$ cat src/rtl/clk_ratio_detect.sv
// clk_ratio_detect
//   Samples a divided clock (clk_in) in the clk domain and recovers its period
//   (ratio), high/low phase lengths, odd-ratio flag and lock status. Used to
//   confirm a programmable divider output and to flag stalled/bypassed outputs.
//
// Ports:
//   clk        in   sampling clock (same source that feeds the divider)
//   rst_n      in   asynchronous active-low reset
//   enable     in   measurement enable; low forces IDLE
//   clk_in     in   divided clock under test, asynchronous to clk
//   ratio      out  last measured period in clk cycles (rise to rise)
//   high_len   out  clk cycles clk_in was high in the last period
//   low_len    out  clk cycles clk_in was low in the last period
//   odd        out  ratio[0] of the last measurement
//   meas_valid out  one-cycle pulse when ratio/high_len/low_len update
//   locked     out  LOCK_CNT consecutive equal periods observed
//   timeout    out  sticky no-edge/overflow flag

module clk_ratio_detect #(
    parameter int unsigned CNT_W       = 8,
    parameter int unsigned SYNC_STAGES = 2,
    parameter int unsigned LOCK_CNT    = 4,
    parameter int unsigned TIMEOUT     = 255
) (
    input  logic             clk,
    input  logic             rst_n,
    input  logic             enable,
    input  logic             clk_in,
    output logic [CNT_W-1:0] ratio,
    output logic [CNT_W-1:0] high_len,
    output logic [CNT_W-1:0] low_len,
    output logic             odd,
    output logic             meas_valid,
    output logic             locked,
    output logic             timeout
);

    typedef enum logic [1:0] {
        StIdle,
        StSeek,
        StMeasure
    } state_e;

    localparam logic [CNT_W-1:0] TimeoutVal = CNT_W'(TIMEOUT);
    localparam logic [CNT_W-1:0] CntMax     = {CNT_W{1'b1}};
    localparam logic [CNT_W-1:0] CntOne     = CNT_W'(1);
    localparam logic [3:0]       LockMax    = 4'(LOCK_CNT);

    state_e                 state_q;
    logic [SYNC_STAGES-1:0] sync_q;
    logic                   s;
    logic                   s_d_q;
    logic                   rise;
    logic [CNT_W-1:0]       pcnt_q;
    logic [CNT_W-1:0]       hcnt_q;
    logic [3:0]             lock_cnt_q;
    logic [3:0]             lock_next;

    // Synchroniser and edge detector
    always_ff @(posedge clk or negedge rst_n) begin
        if (!rst_n) begin
            sync_q <= '0;
            s_d_q  <= 1'b0;
        end else begin
            sync_q <= {sync_q[SYNC_STAGES-2:0], clk_in};
            s_d_q  <= s;
        end
    end

    assign s    = sync_q[SYNC_STAGES-1];
    assign rise = s & ~s_d_q;

    // A zero lock count means no earlier measurement in this run, so the
    // stale ratio register must not be trusted for the equality test.
    always_comb begin
        lock_next = 4'd1;
        if ((lock_cnt_q != 4'd0) && (pcnt_q == ratio)) begin
            lock_next = (lock_cnt_q >= LockMax) ? LockMax : lock_cnt_q + 4'd1;
        end
    end

    always_ff @(posedge clk or negedge rst_n) begin
        if (!rst_n) begin
            state_q    <= StIdle;
            pcnt_q     <= '0;
            hcnt_q     <= '0;
            lock_cnt_q <= 4'd0;
            ratio      <= '0;
            high_len   <= '0;
            low_len    <= '0;
            odd        <= 1'b0;
            meas_valid <= 1'b0;
            locked     <= 1'b0;
            timeout    <= 1'b0;
        end else begin
            meas_valid <= 1'b0;
            if (!enable) begin
                // Enable low wins over any edge or timeout this cycle.
                state_q    <= StIdle;
                pcnt_q     <= '0;
                hcnt_q     <= '0;
                lock_cnt_q <= 4'd0;
                locked     <= 1'b0;
                timeout    <= 1'b0;
            end else begin
                unique case (state_q)
                    StIdle: begin
                        state_q <= StSeek;
                    end
                    StSeek: begin
                        if (rise) begin
                            pcnt_q  <= CntOne;
                            hcnt_q  <= CntOne;
                            state_q <= StMeasure;
                        end else if (pcnt_q >= TimeoutVal) begin
                            timeout <= 1'b1;
                            pcnt_q  <= '0;
                        end else begin
                            pcnt_q <= pcnt_q + CntOne;
                        end
                    end
                    StMeasure: begin
                        // A rise coincident with the limit is still a valid edge.
                        if (rise) begin
                            ratio      <= pcnt_q;
                            high_len   <= hcnt_q;
                            low_len    <= pcnt_q - hcnt_q;
                            odd        <= pcnt_q[0];
                            meas_valid <= 1'b1;
                            timeout    <= 1'b0;
                            lock_cnt_q <= lock_next;
                            locked     <= (lock_next == LockMax);
                            pcnt_q     <= CntOne;
                            hcnt_q     <= CntOne;
                        end else if ((pcnt_q >= TimeoutVal) || (pcnt_q == CntMax)) begin
                            timeout    <= 1'b1;
                            locked     <= 1'b0;
                            lock_cnt_q <= 4'd0;
                            pcnt_q     <= '0;
                            hcnt_q     <= '0;
                            state_q    <= StSeek;
                        end else begin
                            pcnt_q <= pcnt_q + CntOne;
                            if (s) begin
                                hcnt_q <= hcnt_q + CntOne;
                            end
                        end
                    end
                    default: begin
                        state_q <= StIdle;
                    end
                endcase
            end
        end
    end

endmodule

$ cat config.mk
export PLATFORM = sky130hd
export DESIGN_NAME = clk_ratio_detect
export DESIGN_NICKNAME = d
export VERILOG_FILES = /design/src/rtl/clk_ratio_detect.sv
export SDC_FILE = /design/constraint.sdc
export NUM_CORES = 1
export LEC_CHECK = 0
export BUFFER_PORTS_ARGS = -buffer_cell sky130_fd_sc_hd__buf_2
export CORE_MARGIN = 3
export CORE_UTILIZATION = 40
export DETAILED_ROUTE_END_ITERATION = 6
export SYNTH_ARGS = -nofsm -noshare
export SYNTH_HDL_FRONTEND = slang
export SYNTH_SLANG_ARGS = --single-unit
$ cat constraint.sdc
create_clock -name clk -period 4.9 [get_ports clk]
set_input_delay 0.49 -clock clk [delete_from_list [all_inputs] [get_ports clk]]
set_output_delay 0.49 -clock clk [all_outputs]
set_load 0.005 [all_outputs]
==> flow_summary_export.csv <==
group,metric,value,unit
floorplanning,start_util,0.427,
clock_tree,cts-buffers-inserted,5,
global_routing,grt_use_met1,0.215,
route,num_vias,2198,
timing,min_period,2.64,ns
run,drv_cap,0,
power,p_seq_frac,0.479,
place,port_buffers,31,
timing,setup_ws,2.26,ns
power,ir_worst_vdd,0.000134,V
timing,fin_skew,0.00855,ns
power,power.total,976,uW
synthesis,synth_warnings,0,
synthesis,synth_edf_count,0,
synthesis,synth_fp_nets,312,
route,wl_per_cell,14.2,um
place,place.gp.congestion,0.810,
power,switchingPower,228,uW
power,combPwrFrac,0.112,
setup_path,reg2reg_to,"hcnt_q[5]",
synthesis,syn_area_per_cell,9.48,um^2
clock_tree,cts_setup_buffers,0,
place,placed_cells,405,
global_routing,gr-usage-all-layers,0.150,
clock_tree,hold_buffers,0,
global_routing,grt_util_met2,0.236,
global_routing,grt-ovfl-total,0,
setup_path,worstSetupEndpointType,"register",
floorplanning,core_area,6570,um^2
timing,hold_viol,0,
global_routing,grt_pass1_vias,2046,
final_layout,synthToLayoutAreaGrowth,11.9,%
final_layout,final_cell_mix,"57 x nand2_1, 52 x dfrtp_1, 31 x buf_2, 25 x o21ai_0, 15 x inv_1",
clock_tree,clk_latency,0.30,ns
worst_hold_path,hp-class,"input pin to async pin",
setup_path,rr_worst_depth,5,
floorplanning,die_h,89.8,um
final_layout,drive_above_1_share,0.131,
synthesis,async_reset_ff_frac,1.00,
setup_path,arrival,2.87,ns
synthesis,yosysUniqueCellTypes,49,
setup_path,cp-startpoint,"pcnt_q[1]",
route,drt-pass1-iter-count,4,
setup_path,path_class,"register to register",
route,drc_errors,0,
setup_path,critPathLaunchType,"register",
floorplanning,num_rows,29,
timing,fmax,379,MHz
power,swShare,0.234,
global_routing,grt_max_degree,53,
power,clkPwrFrac,0.410,
setup_path,r2r_slack,2.26,ns
final_layout,multi_input_area,1340,um^2
route,routed_wl,5880,um
clock_tree,path_clk_slew,0.10,ns
final_layout,post-route-util,0.478,
timing,drv_slew,0,
timing,setup_viol,0,
final_layout,final_common_cell,"nand2_1",
timing,slew_headroom,0.312,
timing,rsz0062_at_grt,"no",
final_layout,nFillCells,629,
route,ant_nets,0,
clock_tree,cts_tree,"done",
power,powerDensity,311,nW/um^2
synthesis,syn-cell-area,2810,um^2
power,leakagePower,0.00153,uW
place,dp_hpwl,4230,um
clock_tree,clock_path_buffers,2,
synthesis,synth_cells,296,
final_layout,final_cells,413,
setup_path,path_max_fanout,11,
route,vias_per_cell,5.32,
clock_tree,cts_resized,0,
timing,tns,0,ns
power,intPower,748,uW
setup_path,required,5.13,ns
synthesis,synth.ff_latch_count,52,
clock_tree,cts.sinks,52,
synthesis,ys.flop_type,"dfrtp_1",
global_routing,grt_pass1_wl,10100,um
clock_tree,root_buffer,"clkbuf_8",
timing,tightest_slew,1.03,ns
final_layout,nets,335,
synthesis,synth_seq_area_share,0.464,
global_routing,grt_use_met3,0.0259,
floorplanning,die_w,89.8,um
status,status,"finished, final reports clean",
floorplanning,io_pins,32,
route,drt_iter0_drc,77,
floorplanning,die_area,8060,um^2
final_layout,antennaDiodeCount,0,
clock_tree,htreeDepth,2,
final_layout,regArea,1300,um^2
global_routing,grt_antenna_before_repair,0,
timing,post-route-period-util,0.538,
place,pre_cts_ws,2.27,ns
setup_path,regToRegStartpoint,"pcnt_q[1]",
global_routing,grt.busiest_layer,"met2",
[through the flow]
step | hold slack (ns) | instance area, um^2
after global placement | 0.338 | 2980
after CTS | 0.277 | 3140
after global routing | 0.275 | 3140
after floorplan | 0.194 | 2810
after detailed placement | 0.345 | 2980
final | 0.278 | 3140
[worst max-delay path by stage]
stage	to	cells past startpoint
final	hcnt_q[5]	5
after global routing	hcnt_q[5]	5
after CTS	hcnt_q[5]	5
after detailed placement	hcnt_q[5]	5
after global placement	hcnt_q[5]	5
after floorplan	low_len[6]	8
[power by group through the flow]
stage / Sequential (uW) / Combinational, uW / Clock, uW
3_3_place_gp: 475 / 110 / 0
4_1_cts: 468 / 111 / 412
6_report: 467 / 109 / 400
3_5_place_dp: 476 / 111 / 0
5_1_grt: 471 / 126 / 428
2_1_floorplan: 474 / 72.3 / 0
[critical path, cell delays in order, from the launching register on]
cell and delay, ns:
dfrtp_1 0.49, ha_1 0.25, and3_1 0.29, a211oi_1 0.90, or4b_1 0.49, mux2i_1 0.14
[kinds of logic after synthesis]
logic type,synth area share
and+or+nand+nor,0.189
muxes,0.0178
AOI/OAI and AO/OA,0.161
adders and majority gates,0.0562
DFF,0.464
xor gates and xnor gates,0.0531
buffers and inverters,0.0597
[routing by layer]
metal | vias up | share of wire
met5 | - | 0
met1 | 1048 | 0.49
met4 | 0 | 0.0060
li1 | 1082 | -
met3 | 4 | 0.046
met2 | 64 | 0.46
[final cells by class]
type / count / area share
repair buffers: 33 / 0.0542
multi-input cells: 212 / 0.426
clock inverters: 3 / 0.0287
clock buffers: 5 / 0.0219
flip-flops and latches: 52 / 0.414
well taps: 93 / 0.0371
inverters: 15 / 0.0179
[synth_stat cells (2+ instances only)]
library cell  instances  area share
a2111o_1              2      0.0080
a211oi_1              4       0.011
a21oi_1              14       0.025
a32o_1                3       0.011
and3_1                4      0.0089
buf_2                 5      0.0089
buf_4                 3      0.0080
buf_6                 4       0.016
clkbuf_1              4      0.0053
dfrtp_1              52        0.46
ha_1                 11       0.049
inv_1                15       0.020
mux2i_1               5       0.018
nand2_1              57       0.076
nand2b_1              2      0.0045
nand3_1              10       0.018
nand4_1               4      0.0089
nor2_1               11       0.015
nor2b_1               5       0.011
nor3_1                2      0.0036
nor4_1                4      0.0089
o211ai_1              2      0.0053
o21a_1                2      0.0053
o21ai_0              25       0.045
o21bai_1              2      0.0053
o31ai_1               2      0.0053
or4_1                 5       0.013
xnor2_1              13       0.041
xor2_1                4       0.012
[flip-flops by register name (all words and copies together), names as in the netlist]
register,flops
hcnt_q,8
high_len,8
lock_cnt_q,4
locked,1
low_len,8
meas_valid,1
pcnt_q,8
ratio,8
s_d_q,1
state_q,2
sync_q,2
timeout,1
No activity file was read; power rests on OpenSTA's default activity.
